--- config.mk ---
export PLATFORM = sky130hd
export DESIGN_NAME = uop_buffer
export DESIGN_NICKNAME = d
export VERILOG_FILES = /design/src/rtl/uop_buffer_pkg.sv /design/src/rtl/uop_ring_ptr.sv /design/src/rtl/uop_buffer.sv
export SDC_FILE = /design/constraint.sdc
export NUM_CORES = 1
export LEC_CHECK = 0
export CAP_MARGIN = 20
export CORE_ASPECT_RATIO = 0.8
export CORE_MARGIN = 10
export CORE_UTILIZATION = 50
export CTS_BUF_LIST = sky130_fd_sc_hd__clkbuf_8
export DETAILED_ROUTE_END_ITERATION = 10
export PLACE_DENSITY = 0.68
export REMOVE_ABC_BUFFERS = 1
export SLEW_MARGIN = 20
export SYNTH_ARGS = -nofsm -noshare
export SYNTH_HDL_FRONTEND = slang
export SYNTH_SLANG_ARGS = --single-unit
export TNS_END_PERCENT = 20
--- constraint.sdc ---
create_clock -name clk -period 4.6 [get_ports clk]
set_input_delay 0.46 -clock clk [delete_from_list [all_inputs] [get_ports clk]]
set_output_delay 0.46 -clock clk [all_outputs]
set_load 0.05 [all_outputs]
--- src/rtl/uop_buffer_pkg.sv ---
// Shared definitions for the microcode fetch path: buffer depth and the
// instruction bundle layout seen by both the loader and the microcode unit.
package uop_buffer_pkg;

    localparam int UOP_BUF_SIZE = 16;

    typedef struct packed {
        logic [7:0]  opcode;
        logic [7:0]  dst;
        logic [15:0] imm;
    } instruction_bundle;

endpackage

--- src/rtl/uop_ring_ptr.sv ---
// Wrapping ring index: clears to zero on reset or clr_i, otherwise advances on inc_i.
module uop_ring_ptr #(
    parameter int AW = 4
) (
    input  logic          clk_i,
    input  logic          rst_ni,
    input  logic          inc_i,
    input  logic          clr_i,
    output logic [AW-1:0] ptr_o
);

    logic [AW-1:0] ptr_q;
    logic [AW-1:0] ptr_d;

    always_comb begin
        ptr_d = ptr_q;
        if (clr_i) begin
            ptr_d = '0;
        end else if (inc_i) begin
            ptr_d = ptr_q + AW'(1);
        end
    end

    always_ff @(posedge clk_i) begin
        if (!rst_ni) begin
            ptr_q <= '0;
        end else begin
            ptr_q <= ptr_d;
        end
    end

    assign ptr_o = ptr_q;

endmodule

--- src/rtl/uop_buffer.sv ---
// Circular bundle store serving the microcode unit's fetch port; loader writes
// at the tail, consumer releases from the head, flush empties it.
module uop_buffer
    import uop_buffer_pkg::*;
#(
    parameter int  UOP_BUF_SIZE = uop_buffer_pkg::UOP_BUF_SIZE,
    localparam int AW           = $clog2(UOP_BUF_SIZE)
) (
    input  logic              clk,
    input  logic              reset,
    input  logic              wr_valid,
    output logic              wr_ready,
    input  instruction_bundle wr_bundle,
    input  logic [AW-1:0]     uop_addr,
    output instruction_bundle uop,
    output logic              uop_valid,
    input  logic              release_i,
    input  logic              flush,
    output logic [AW-1:0]     head_addr,
    output logic [AW:0]       count,
    output logic              full,
    output logic              empty
);

    instruction_bundle         mem_q [UOP_BUF_SIZE];
    logic [UOP_BUF_SIZE-1:0]   valid_q;
    logic [UOP_BUF_SIZE-1:0]   valid_d;
    logic [AW:0]               count_q;
    logic [AW:0]               count_d;
    logic [AW-1:0]             head_q;
    logic [AW-1:0]             tail_q;
    logic                      wr_fire;
    logic                      rel_fire;

    assign full     = (count_q == (AW+1)'(UOP_BUF_SIZE));
    assign empty    = (count_q == '0);
    assign wr_ready = reset && !full && !flush;
    assign wr_fire  = wr_valid && wr_ready;
    assign rel_fire = release_i && !empty && !flush;

    uop_ring_ptr #(.AW(AW)) u_head (
        .clk_i  (clk),
        .rst_ni (reset),
        .inc_i  (rel_fire),
        .clr_i  (flush),
        .ptr_o  (head_q)
    );

    uop_ring_ptr #(.AW(AW)) u_tail (
        .clk_i  (clk),
        .rst_ni (reset),
        .inc_i  (wr_fire),
        .clr_i  (flush),
        .ptr_o  (tail_q)
    );

    // A write and a release can never hit the same slot: that needs head==tail,
    // where the buffer is either empty (no release) or full (no write).
    always_comb begin
        valid_d = valid_q;
        count_d = count_q;
        if (flush) begin
            valid_d = '0;
            count_d = '0;
        end else begin
            if (wr_fire) valid_d[tail_q] = 1'b1;
            if (rel_fire) valid_d[head_q] = 1'b0;
            if (wr_fire && !rel_fire) begin
                count_d = count_q + (AW+1)'(1);
            end else if (rel_fire && !wr_fire) begin
                count_d = count_q - (AW+1)'(1);
            end
        end
    end

    always_ff @(posedge clk) begin
        if (!reset) begin
            valid_q <= '0;
            count_q <= '0;
        end else begin
            valid_q <= valid_d;
            count_q <= count_d;
        end
    end

    always_ff @(posedge clk) begin
        if (wr_fire) begin
            mem_q[tail_q] <= wr_bundle;
        end
    end

    assign uop_valid = valid_q[uop_addr];
    assign uop       = valid_q[uop_addr] ? mem_q[uop_addr] : '0;
    assign head_addr = head_q;
    assign count     = count_q;

    // Occupancy must match the valid bits, which must form the ring segment [head, tail).
    logic [UOP_BUF_SIZE-1:0] seg_mask;
    logic [AW:0]             valid_pop;

    always_comb begin
        seg_mask  = '0;
        valid_pop = (AW+1)'($countones(valid_q));
        for (int i = 0; i < UOP_BUF_SIZE; i++) begin
            seg_mask[i] = ({1'b0, AW'(i) - head_q} < count_q);
        end
    end

    always_ff @(posedge clk) begin
        if (reset) begin
            assert (count_q == valid_pop);
            assert (valid_q == seg_mask);
        end
    end

endmodule

### Word level (Yosys, flattened, before mapping)

Memory sizes are Yosys's and may differ from the RTL's.
Index checks and enable logic that the tools add are counted.

* bits in registers: 29
* latch bits: 0
* RAM bits: 512
* ROM bits: 0
* output and inout port bits: 45
* memories kept: 1

* $add $sub $neg: 4
* $mul: 0
* div/mod/pow operators: 0
* $lt $le $gt $ge: 5
* equality and inequality tests: 1
* shift-type cells: 0
* muxes and demuxes: 14
* bitwise operators: 4
* reductions and logical operators: 17

Memories
* mem_q: depth 16, width 32, rd ports 1, clocked after memory_dff 0, wr ports 1, line uop_buffer.sv:25 `instruction_bundle mem_q [UOP_BUF_SIZE];`

Operators with widths (count)
* two-way mux 16 bit: 3
* two-way mux 32 bit: 1
* AND 16 bit: 1
* inverter 16 bit: 1
* OR 16 bit: 1
* < comparator 4 x 5 -> 1 bit (second input constant): 3
* two-way mux 5 bit: 2
* logical AND 1 bit: 9
* adder 4 x 1 -> 4 bit (second input constant): 2
* demux 1 bit (select 4 bit): 2
* greater-or-equal comparator 4 x 1 -> 1 bit (second input constant): 2
* adder 5 x 1 -> 5 bit (second input constant): 1
* == test 5 bit (second input constant): 1
* logical NOT 1 bit: 5
* logical NOT 5 bit: 1
* two-way mux 1 bit: 5
* subtractor 5 x 1 -> 5 bit (second input constant): 1
* binary-select mux 1 bit (select 4 bit): 1
* nonzero test 2 bit: 1
* OR reduction 2 bit: 1
* inverter 1 bit: 1

### Depth between registers and ports, before layout

Gate-level depths: netlist (run 1).

* word-level depth: 9
* mapped depth: 13
* depth with buffers taken out: 11

### Hierarchy

Synthesis (run 1) repeated with hierarchy kept, for this count alone.

* cells, all modules: 972
* area, all modules: 20799.9 sq um

By module, submodules not included
* uop_buffer: instances 1, cells each 938, area an instance 20437.1 sq um, sequential area each 15795.1 sq um
* uop_ring_ptr: instances 2, cells each 17, area an instance 181.4 sq um, sequential area each 80.1 sq um

### Worst setup path before layout (run 1)

No wires, ideal clock.

* path type: flip-flop to flip-flop
* from: register count_q[0] (netlist: count[0])
* to: memory mem_q[0][0] (netlist name) (enable)
* setup time: 463 ps
* arrival time: 3567 ps
* data required time: 4137 ps
* slack: 570 ps
* cell stages (with the launch flop): 6
* path buffers: 1
* cell sequence: dfxtp_1 -> or4_4 -> o211a_1 -> buf_4 -> nand2_1 -> nor3_1

* word-level cells in the longest chain between the ends: 7

Ends and longest elaborated chain
* from (decl): line uop_buffer.sv:28 `logic [AW:0] count_q;`
* from (signal assigned): line uop_buffer.sv:82 `count_q <= count_d;`
* == test 5 bit: line uop_buffer.sv:35 `assign full = (count_q == (AW+1)'(UOP_BUF_SIZE));`
* logical NOT 1 bit: line uop_buffer.sv:37 `assign wr_ready = reset && !full && !flush;`
* logical AND 1 bit (2 in a row): line uop_buffer.sv:37
* logical AND 1 bit: line uop_buffer.sv:38 `assign wr_fire = wr_valid && wr_ready;`
* via u_tail.inc_i: line uop_ring_ptr.sv:7 `input logic inc_i,`
* two-way mux 1 bit: line uop_buffer.sv:87 `if (wr_fire) begin`
* two-way mux 1 bit (not written as such): line uop_buffer.sv:88 `mem_q[tail_q] <= wr_bundle;`
* to (decl): line uop_buffer.sv:25

The timed path passes the listed nets, and every way through them passes these cells.

==> out/results.ini, run 1 <==
[drt]
wl_mm = 45.1
drtAntennaViolNets = 0
met3_length_mm = 3.02
drc_errors = 0
first_pass_iters = 5
wl_met1_mm = 19.7
dr_total_vias = 10100
wl_met2_mm = 21.6
vias_per_cell = 5.90
top_layer_used = met5
routedWlPerCell_um = 26.2
drtIter0Drc = 1019

[floorplanning]
rows = 66
die_y_um = 202
dieArea_mm2 = 0.0501
fp.dieW_um = 248
core-area_mm2 = 0.0408
io_pins = 86
start_util_pct = 50.9

[power]
leakage_nw = 7.61
p_comb_share_pct = 4.7
power_density_mw_per_mm2 = 391
switchingPower_mw = 2.02
ir_worst_vdd_uv = 262
p_sw_share_pct = 21.5
seq_power_share_pct = 57.7
pwr-share-clk_pct = 37.5
internal_power_mw = 7.34

[critical_path]
cp.required_ps = 4140
crit_path_cell_trace = clkdlybuf4s50_1, and2_2, a22o_1, nor2_4, buf_4, a21oi_1, clkdlybuf4s50_1
crit_path_start_kind = primary input
cp-end-kind = output port
crit_slowest_cell = clkdlybuf4s50_1
cp_common_cell = clkdlybuf4s50_1
crit_type = primary input to output port
arrival_ps = 3410
critPathMaxFanout = 18
critical_path.max_stage_delay_ps = 720

[clock_tree]
ctsHtreeMaxLevel = 3
cts_num_sinks = 541
root_buffer = clkbuf_8
clk_latency_ps = 630
cts_tree = done
hold_buffers = 0
clk_pin_slew_worst_paths_ps = 60
post_cts_buffers = 0
numCtsBuffers = 82
cts_resized = 0
clockBufferDepth = 3

[synth]
synth_top_area_cell = edfxtp_1
synth_top_area_share_pct = 74.1
synth-edff-count = 512
synth_cell_types = 39
yosys_most_used_dff = edfxtp_1
ys_seq_area_share_pct = 76.9
async_flop_share_pct = 0
ys_warn_count = 0
syn-cell-area_mm2 = 0.0208
ys_top_cells_by_area = edfxtp_1 74%, mux4_2 14%, dfxtp_1 2.8%
synth_cells = 968
ys_seq_elements = 541
syn_avg_cell_area_um2 = 21.4

[timing]
report.final.slew_viol_count = 0
finalCritPeriodShare_pct = 84.1
layout_setup_ws_ps = 730
fmax_mhz = 258
period_minus_slack_ps = 3870
grt_setup_unrepaired = no
max_slew_margin_pct = 45.6
tightest_slew_ps = 815
hold_viol = 0
tns_ps = 0
finClkSkew_ps = 24.6
setup_viol = 0

[placement]
portBuffers = 85
dp_slack_ps = 695
dp_hpwl_mm = 25.2
routabilityCongestion = 0.731

[grt]
antenna_found_initial = 1
grt_overflow = 0
grt_pass1_wl_mm = 68.7
grt_pass1_vias = 10800
grt_max_degree = 97
grtUsageTotal_pct = 18.4

[cells_and_area]
diodes = 0
syn2layout_area_growth_pct = 15.4
finalNetCount = 1171
nFillCells = 2999
regArea_mm2 = 0.0160
multi_input_area_mm2 = 0.00463
drive_gt1_share_pct = 25.0

[run]
cap_violations = 0

[outcome]
status = complete, no violations

[worst_hold_path]
hp-class = flop to flop

[path summary, 6_finish.rpt]
path,startpoint,slack [ps],endpoint,cells after the start
worst max-delay path,uop_addr[3],730,uop[28],7
worst max register to register,count[0],1450,count[4],11
worst min register to register,valid_q[2],470,valid_q[2],1
worst min-delay path,valid_q[2],470,valid_q[2],1
[cells in the mapped netlist (all sizes together), types with 12 or more instances]
master and count:
nor2 29, a21oi 35, edfxtp 512, nand2 12, clkbuf 25, a31oi 16, a22oi 64, buf 31
mux4 132, o21a 17, dfxtp 29, ha 13
[cell usage in the layout (no fill, tap or decap), types with 11 or more instances in the layout]
cell type        count
a21oi_1             35
clkbuf_8            89
nor2_1              15
dfxtp_1             29
edfxtp_1           512
ha_1                13
nand2_1             11
clkinv_1            19
mux4_2             132
a22oi_1             64
clkdlybuf4s50_1     83
inv_1               38
nor2_4              14
buf_4               28
a31oi_1             16
o21a_1              17
[cell families (layout without fill, tap and decap cells)]
kind of cell / count (synthesis) / in the layout / share of synthesized area, %
flip-flops: 541 / 541 / 76.9
AO/OA/AOI/OAI: 142 / 142 / 4.60
multiplexers: 134 / 134 / 14.4
buffers and inverters: 67 / 276 / 1.49
AND/OR/NAND/NOR: 62 / 62 / 1.42
adder cells (fa/ha/maj): 14 / 14 / 0.880
XOR/XNOR: 8 / 8 / 0.338
[registers in the layout (all words and copies together), names as in the netlist]
signal and cells:
valid_q 16, u_tail.ptr_o 4, count 5, u_head.ptr_o 4, mem_q 512
[power groups by stage]
stage          Clock, mW  Sequential [mW]  Combinational (mW)
3_5_place_dp           0             5.51               0.448
6_report            3.51             5.41               0.444
2_1_floorplan          0             5.52               0.205
5_1_grt             3.83             5.40               0.481
4_1_cts             3.60             5.41               0.450
3_3_place_gp           0             5.51               0.444
[through the flow]
| step | util (%) | std cells | hold slack [ps] | instance area [µm²] | power (mW) |
|---|---|---|---|---|---|
| 2_1_floorplan | - | 912 | 435 | 20500 | 5.72 |
| 3_5_place_dp | 55.2 | 1576 | 457 | 22500 | 5.96 |
| 4_1_cts | 58.7 | 1721 | 471 | 24000 | 9.45 |
| 5_1_grt | 58.7 | 1721 | 483 | 24000 | 9.71 |
| 6_report | 58.7 | 1721 | 467 | 24000 | 9.36 |
| 3_3_place_gp | 55.2 | 1576 | 441 | 22500 | 5.95 |
[critical path, delay by kind of cell]
kind,cells,cell delay [ps]
and+or+nand+nor,2,980
buffers and inverters,3,1570
AOI/OAI and AO/OA,2,390
[routing by layer]
metal / global-route usage [%] / up-vias
met5: 0 / -
met4: 5.13 / 2
met3: 4.12 / 70
met2: 28.3 / 355
met1: 26.2 / 5342
li1: - / 4377
[cell type report]
| class | count | area share, % |
|---|---|---|
| Tap cell | 544 | 2.84 |
| Inverter | 11 | 0.172 |
| Timing Repair Buffer | 120 | 5.03 |
| Sequential cell | 541 | 66.6 |
| Clock buffer | 88 | 5.05 |
| Multi-Input combinational cell | 360 | 19.3 |
| Clock inverter | 57 | 0.982 |
Note: power is estimated with default switching activity, not from simulation.
==> run 2, diff against run 1 <==
- PLACE_DENSITY: 0.68 -> 0.7
- clock period: 4.6 -> 3.2 ns (I/O delays scaled with it)
==> run 2 against run 1 <==
Sequential cell count is the same. Critical path depth is 4 higher. Hold slack got worse by 4.3 ps. Critical endpoint is now count[4]. Highest routed layer unchanged.
==> out/results.ini, run 2 (synthesized netlist as in run 1, its figures left out) <==
[critical_path]
path_buf_inv = 2  ; was 3
reg2reg_setup_slack_ps = 290  ; was 1450 ps
crit_slowest_cell = or4_4  ; was clkdlybuf4s50_1
cp-end-kind = flop  ; was output port
crit_path_cell_trace = or4_4, o211a_1, inv_1, ha_1, inv_1, ha_1, nor2b_1, o21a_1, or3_1, a21o_1, mux2i_1  ; was clkdlybuf4s50_1, and2_2, a22o_1, nor2_4, buf_4, a21oi_1, clkdlybuf4s50_1
arrival_ps = 3420  ; was 3410 ps
r2r-end = count[4]  ; unchanged
reg2regPathDepth = 11  ; unchanged
crit_type = flop to flop  ; was primary input to output port
r2r-start = count[0]  ; unchanged
crit_path_start_kind = flop  ; was primary input
cp.required_ps = 3700  ; was 4140 ps
critPathMaxFanout = 5  ; was 18
critPathTopFamily = simple AND/OR/NAND/NOR gates  ; was buffers and inverters
critical_path.max_stage_delay_ps = 580  ; was 720 ps

[timing]
period_minus_slack_ps = 2910
max_slew_margin_pct = 59.9  ; was 45.6%
grt_setup_unrepaired = no  ; unchanged
finClkSkew_ps = 25.4  ; was 24.6 ps
finalCritPeriodShare_pct = 91.1
report.final.slew_viol_count = 0  ; unchanged
tightest_slew_ps = 600  ; was 815 ps
layout_setup_ws_ps = 285  ; was 730 ps
hold_viol = 0  ; unchanged
setup_viol = 0  ; unchanged
fmax_mhz = 343

[drt]
drc_errors = 0  ; unchanged
wl_met1_mm = 19.7  ; about the same
drtIter0Drc = 1129  ; was 1019
dr_total_vias = 10400  ; was 10100
first_pass_iters = 5  ; unchanged
top_layer_used = met5  ; unchanged
met3_length_mm = 3.82  ; was 3.02 mm
routedWlPerCell_um = 26.7  ; was 26.2 µm
vias_per_cell = 5.98  ; was 5.90
drtAntennaViolNets = 0  ; unchanged
wl_mm = 46.4  ; was 45.1 mm
wl_met2_mm = 21.9  ; was 21.6 mm

[grt]
grt_pass1_wl_mm = 69.7  ; was 68.7 mm
grt_max_degree = 60  ; was 97
antenna_found_initial = 2  ; was 1
grtUsageTotal_pct = 18.8  ; was 18.4%
grt_pass1_vias = 10700  ; was 10800
grt_overflow = 0  ; unchanged

[floorplanning]
core-area_mm2 = 0.0408  ; unchanged
dieArea_mm2 = 0.0501  ; unchanged
fp.dieW_um = 248  ; unchanged
start_util_pct = 50.9  ; unchanged
io_pins = 86  ; unchanged
rows = 66  ; unchanged
die_y_um = 202  ; unchanged

[power]
p_sw_share_pct = 21.4  ; was 21.5%
internal_power_mw = 10.6  ; was 7.34 mW
leakage_nw = 7.86  ; was 7.61 nW
ir_worst_vdd_uv = 332  ; was 262 µV
p_comb_share_pct = 4.8  ; was 4.7%
seq_power_share_pct = 57.6  ; was 57.7%
pwr-share-clk_pct = 37.6  ; was 37.5%
switchingPower_mw = 2.88  ; was 2.02 mW
power_density_mw_per_mm2 = 551  ; was 391 mW/mm²

[cells_and_area]
largest_reg_flops = 512  ; unchanged
regMostFlops = mem_q  ; unchanged
syn2layout_area_growth_pct = 17.8  ; was 15.4%
drive_gt1_share_pct = 28.6  ; was 25.0%
nFillCells = 2893  ; was 2999
finalNetCount = 1190  ; was 1171
final_area_mm2 = 0.0245  ; was 0.0240 mm²
final_common_cell = edfxtp_1  ; unchanged
layout_common_cells = 512 x edfxtp_1, 132 x mux4_2, 84 x clkbuf_8, 64 x a22oi_1, 50 x clkdlybuf4s50_1  ; was 512 x edfxtp_1, 132 x mux4_2, 89 x clkbuf_8, 83 x clkdlybuf4s50_1, 64 x a22oi_1

[clock_tree]
cts_tree = done  ; unchanged
cts_num_sinks = 541  ; unchanged
ctsHtreeMaxLevel = 3  ; unchanged
cts_resized = 0  ; unchanged
hold_buffers = 0  ; unchanged
root_buffer = clkbuf_8  ; unchanged
post_cts_buffers = 0  ; unchanged
numCtsBuffers = 81  ; was 82
clk_latency_ps = 620  ; was 630 ps
clk_pin_slew_worst_paths_ps = 60  ; about the same
clockBufferDepth = 3  ; unchanged

[placement]
routabilityCongestion = 0.763  ; was 0.731
placed_cell_area_mm2 = 0.0230  ; was 0.0225 mm²
dp_slack_ps = 313  ; was 695 ps
dp_hpwl_mm = 26.8  ; was 25.2 mm
portBuffers = 85  ; unchanged

[worst_hold_path]
worstHoldStart = valid_q[4]  ; was valid_q[2]
min_to = valid_q[4]  ; was valid_q[2]
hp-class = flop to flop  ; unchanged
min_delay_path_depth = 1  ; unchanged

[run]
cap_violations = 0  ; unchanged

[outcome]
status = complete, no violations  ; unchanged

## run 2: cell types whose count changed in the layout (fill, tap and decap cells not counted)
cell,previous run,this run
buf_12,7,42
clkdlybuf4s50_1,83,50
clkinv_2,7,4
buf_4,28,46
bufinv_16,0,2
clkinv_1,19,21
clkbuf_8,89,84
diode_2,0,2
## run 2: metrics by stage
| step | power (mW) | instances | hold slack [ps] | utilization (%) | TNS (ps) |
|---|---|---|---|---|---|
| after CTS | 13.6 | 1737 | 453 | 59.9 | 0 |
| after floorplan | 8.22 | 912 | 419 | - | -114610 |
| final | 13.5 | 1739 | 463 | 60.0 | 0 |
| after detailed placement | 8.57 | 1596 | 453 | 56.4 | 0 |
| after global routing | 14.0 | 1738 | 489 | 59.9 | 0 |
| after global placement | 8.56 | 1596 | 444 | 56.4 | 0 |
## run 2: worst max-delay path by stage
stage          startpoint     endpoint  slack (ps)  depth (start not counted)
2_1_floorplan    count[0]  mem_q[0][0]        -880                          4
3_3_place_gp     count[0]     count[4]         360                         11
3_5_place_dp     count[0]     count[4]         310                         11
4_1_cts          count[0]     count[4]         280                         11
5_1_grt          count[0]     count[4]         130                         11
6_report         count[0]     count[4]         290                         11
## run 2: per-layer routing
layer | GRT usage [%] | vias to the layer above
li1 | - | 4414
met1 | 27.2 | 5462
met2 | 28.4 | 440
met3 | 4.43 | 79
met4 | 4.91 | 2
met5 | 0 | -
## run 2: power by group through the flow
stage	clock (mW)	sequential [mW]	combinational (mW)
4_1_cts	5.17	7.77	0.654
6_report	5.06	7.77	0.648
3_5_place_dp	0	7.92	0.652
3_3_place_gp	0	7.92	0.642
2_1_floorplan	0	7.93	0.295
5_1_grt	5.53	7.77	0.699
## run 2: final cells by class
cell class	instances	area [µm²]	area share (%)
flip-flops and latches	541	16000	65.2
multi-input cells	360	4630	18.9
repair buffers	140	1710	7.00
clock buffers	83	1140	4.67
well taps	544	681	2.78
clock inverters	58	288	1.18
inverters	11	41.3	0.169
diodes	2	5.00	0.0205
==> run 3, diff against run 2 <==
- CAP_MARGIN: 20 -> 0
- CORE_UTILIZATION: 50 -> 30
- PLACE_DENSITY: 0.7 -> 0.47
==> run 3 against run 2 <==
Count of clock-buffer cells in the layout grew 6. Maximum frequency fell by 2.7%. Critical path depth is 5 lower. Final cell count grew 23%. Via count fell by 1.1%. Combinational power grew 3%. Clock skew grew 8.6 ps. Die area rose by 60%. Core utilization down 24 points. Total power rose by 3.0%. Largest power group unchanged. Register-to-register slack better by 30 ps. Sequential share of layout area is 1.1 points lower.
==> out/results.ini, run 3 (synthesized netlist as in run 1, its figures left out) <==
[timing]
finClkSkew_ps = 33.9  ; was 25.4 ps
setup_viol = 0  ; unchanged
report.final.slew_viol_count = 0  ; unchanged
layout_setup_ws_ps = 205  ; was 285 ps
tightest_slew_ps = 602  ; was 600 ps
hold_viol = 0  ; unchanged
max_slew_margin_pct = 59.7  ; was 59.9%
fmax_mhz = 334  ; was 343 MHz
period_minus_slack_ps = 3000  ; was 2910 ps
grt_setup_unrepaired = no  ; unchanged
finalCritPeriodShare_pct = 93.6  ; was 91.1%

[floorplanning]
rows = 86  ; was 66
start_util_pct = 30.2  ; was 50.9%
io_pins = 86  ; unchanged
die_y_um = 255  ; was 202 µm
dieArea_mm2 = 0.0802  ; was 0.0501 mm²
fp.dieW_um = 314  ; was 248 µm
core-area_mm2 = 0.0688  ; was 0.0408 mm²

[cells_and_area]
fin_cells = 2142  ; was 1739
syn2layout_area_growth_pct = 19.8  ; was 17.8%
regMostFlops = mem_q  ; unchanged
final_common_cell = edfxtp_1  ; unchanged
layout_common_cells = 512 x edfxtp_1, 132 x mux4_2, 89 x clkbuf_8, 75 x buf_4, 64 x a22oi_1  ; was 512 x edfxtp_1, 132 x mux4_2, 84 x clkbuf_8, 64 x a22oi_1, 50 x clkdlybuf4s50_1
finalNetCount = 1206  ; was 1190
drive_gt1_share_pct = 29.9  ; was 28.6%
largest_reg_flops = 512  ; unchanged

[clock_tree]
clockBufferDepth = 3  ; unchanged
cts_num_sinks = 541  ; unchanged
post_cts_buffers = 0  ; unchanged
ctsHtreeMaxLevel = 3  ; unchanged
numCtsBuffers = 89  ; was 81
clk_pin_slew_worst_paths_ps = 60  ; about the same
root_buffer = clkbuf_8  ; unchanged
cts_resized = 0  ; unchanged
clk_latency_ps = 680  ; was 620 ps
cts_tree = done  ; unchanged
hold_buffers = 0  ; unchanged

[critical_path]
critical_path_cell_count = 6  ; was 11
crit_end = uop[30]  ; was count[4]
cp_common_cell = buf_4
critical_path.max_stage_delay_ps = 520  ; was 580 ps
path_buf_inv = 2  ; unchanged
r2r-end = count[4]  ; unchanged
cp.required_ps = 2880  ; was 3700 ps
reg2reg_setup_slack_ps = 320  ; was 290 ps
critPathMaxFanout = 9  ; was 5
crit_type = flop to output port  ; was flop to flop
cp-end-kind = output port  ; was flop
worstSetupStartpoint = valid_q[5]  ; was count[0]
critPathTopFamily = multiplexers  ; was simple AND/OR/NAND/NOR gates
crit_slowest_cell = mux4_2  ; was or4_4
crit_path_start_kind = flop  ; unchanged
crit_path_cell_trace = mux4_2, a22o_1, nor2_4, buf_4, a21oi_1, buf_4  ; was or4_4, o211a_1, inv_1, ha_1, inv_1, ha_1, nor2b_1, o21a_1, or3_1, a21o_1, mux2i_1
reg2regPathDepth = 11  ; unchanged
arrival_ps = 2680  ; was 3420 ps
r2r-start = count[0]  ; unchanged

[placement]
routabilityCongestion = 0.685  ; was 0.763
portBuffers = 85  ; unchanged
dp_cells = 1983  ; was 1596
dp_slack_ps = 344  ; was 313 ps
dp_hpwl_mm = 30.6  ; was 26.8 mm

[drt]
wl_met1_mm = 25.0  ; was 19.7 mm
wl_mm = 51.8  ; was 46.4 mm
met3_length_mm = 2.77  ; was 3.82 mm
drtIter0Drc = 744  ; was 1129
drtAntennaViolNets = 0  ; unchanged
top_layer_used = met5  ; unchanged
dr_total_vias = 10300  ; was 10400
vias_per_cell = 4.80  ; was 5.98
wl_met2_mm = 23.1  ; was 21.9 mm
routedWlPerCell_um = 24.2  ; was 26.7 µm
first_pass_iters = 5  ; unchanged
drc_errors = 0  ; unchanged

[worst_hold_path]
min_delay_path_depth = 1  ; unchanged
hp-class = flop to flop  ; unchanged

[grt]
grt_overflow = 0  ; unchanged
grt_pass1_vias = 11100  ; was 10700
grt_pass1_wl_mm = 76.6  ; was 69.7 mm
grt_max_degree = 43  ; was 60
antenna_found_initial = 6  ; was 2
grtUsageTotal_pct = 13.0  ; was 18.8%

[run]
cap_violations = 0  ; unchanged

[outcome]
status = complete, no violations  ; unchanged

[power]
power_mw = 13.9  ; was 13.5 mW
leakage_nw = 7.91  ; was 7.86 nW
ir_worst_vdd_uv = 278  ; was 332 µV
power_density_mw_per_mm2 = 559  ; was 551 mW/mm²

[run 3: cell types whose count changed in the layout (fill, tap and decap cells not counted), sizes merged]
cell and change:
buf +9, clkbuf +5, clkinv +9, inv +1, bufinv -1, clkinvlp -2, diode +2
[run 3: layer usage]
metal / GRT usage (%) / vias up
li1: - / 4458
met1: 19.0 / 5514
met2: 19.0 / 227
met3: 3.27 / 81
met4: 3.43 / 2
met5: 0 / -
[run 3: layout make-up]
type	count	area (µm²)
diodes	4	10.0
clock buffers	89	1220
clock inverters	65	330
fillers	6358	43900
inverters	11	41.3
multi-input cells	360	4630
flip-flops and latches	541	16000
well taps	924	1160
repair buffers	148	1510
[run 3: worst min-delay path by stage]
stage | slack (ps) | end | from
after floorplan | 420 | mem_q[0][0] | wr_bundle[0]
after global placement | 440 | valid_q[0] | valid_q[0]
after detailed placement | 450 | valid_q[8] | valid_q[8]
after CTS | 460 | u_head.ptr_o[0] | release_i
after global routing | 480 | valid_q[8] | valid_q[8]
final | 470 | valid_q[11] | valid_q[11]
[run 3: stage by stage]
step                      cell area, µm²  setup TNS (ps)  util [%]  hold slack [ps]
after global placement             23300               0      33.9              444
after floorplan                    20500         -114610         -              419
after global routing               24900               0      36.1              478
after detailed placement           23300               0      33.9              453
after CTS                          24800               0      36.1              465
final                              24900               0      36.2              467
[run 3: worst reg2reg max path, stage by stage (launching register included)]
cell and delay [ps]:
dfxtp_1 350, or4_4 590, o211a_1 250, inv_1 60, ha_1 200, inv_1 110, ha_1 290, nor2b_1 140
o21a_1 170, or3_1 300, a21o_1 200, mux2i_1 110
[run 3: power by group]
part / total, mW / switching, mW / internal, mW / leakage, nW
combinational: 0.665 / 0.381 / 0.284 / 2.18
sequential: 7.77 / 0.00851 / 7.76 / 4.84
clock: 5.45 / 2.76 / 2.69 / 0.896
total: 13.9 / 3.15 / 10.7 / 7.91
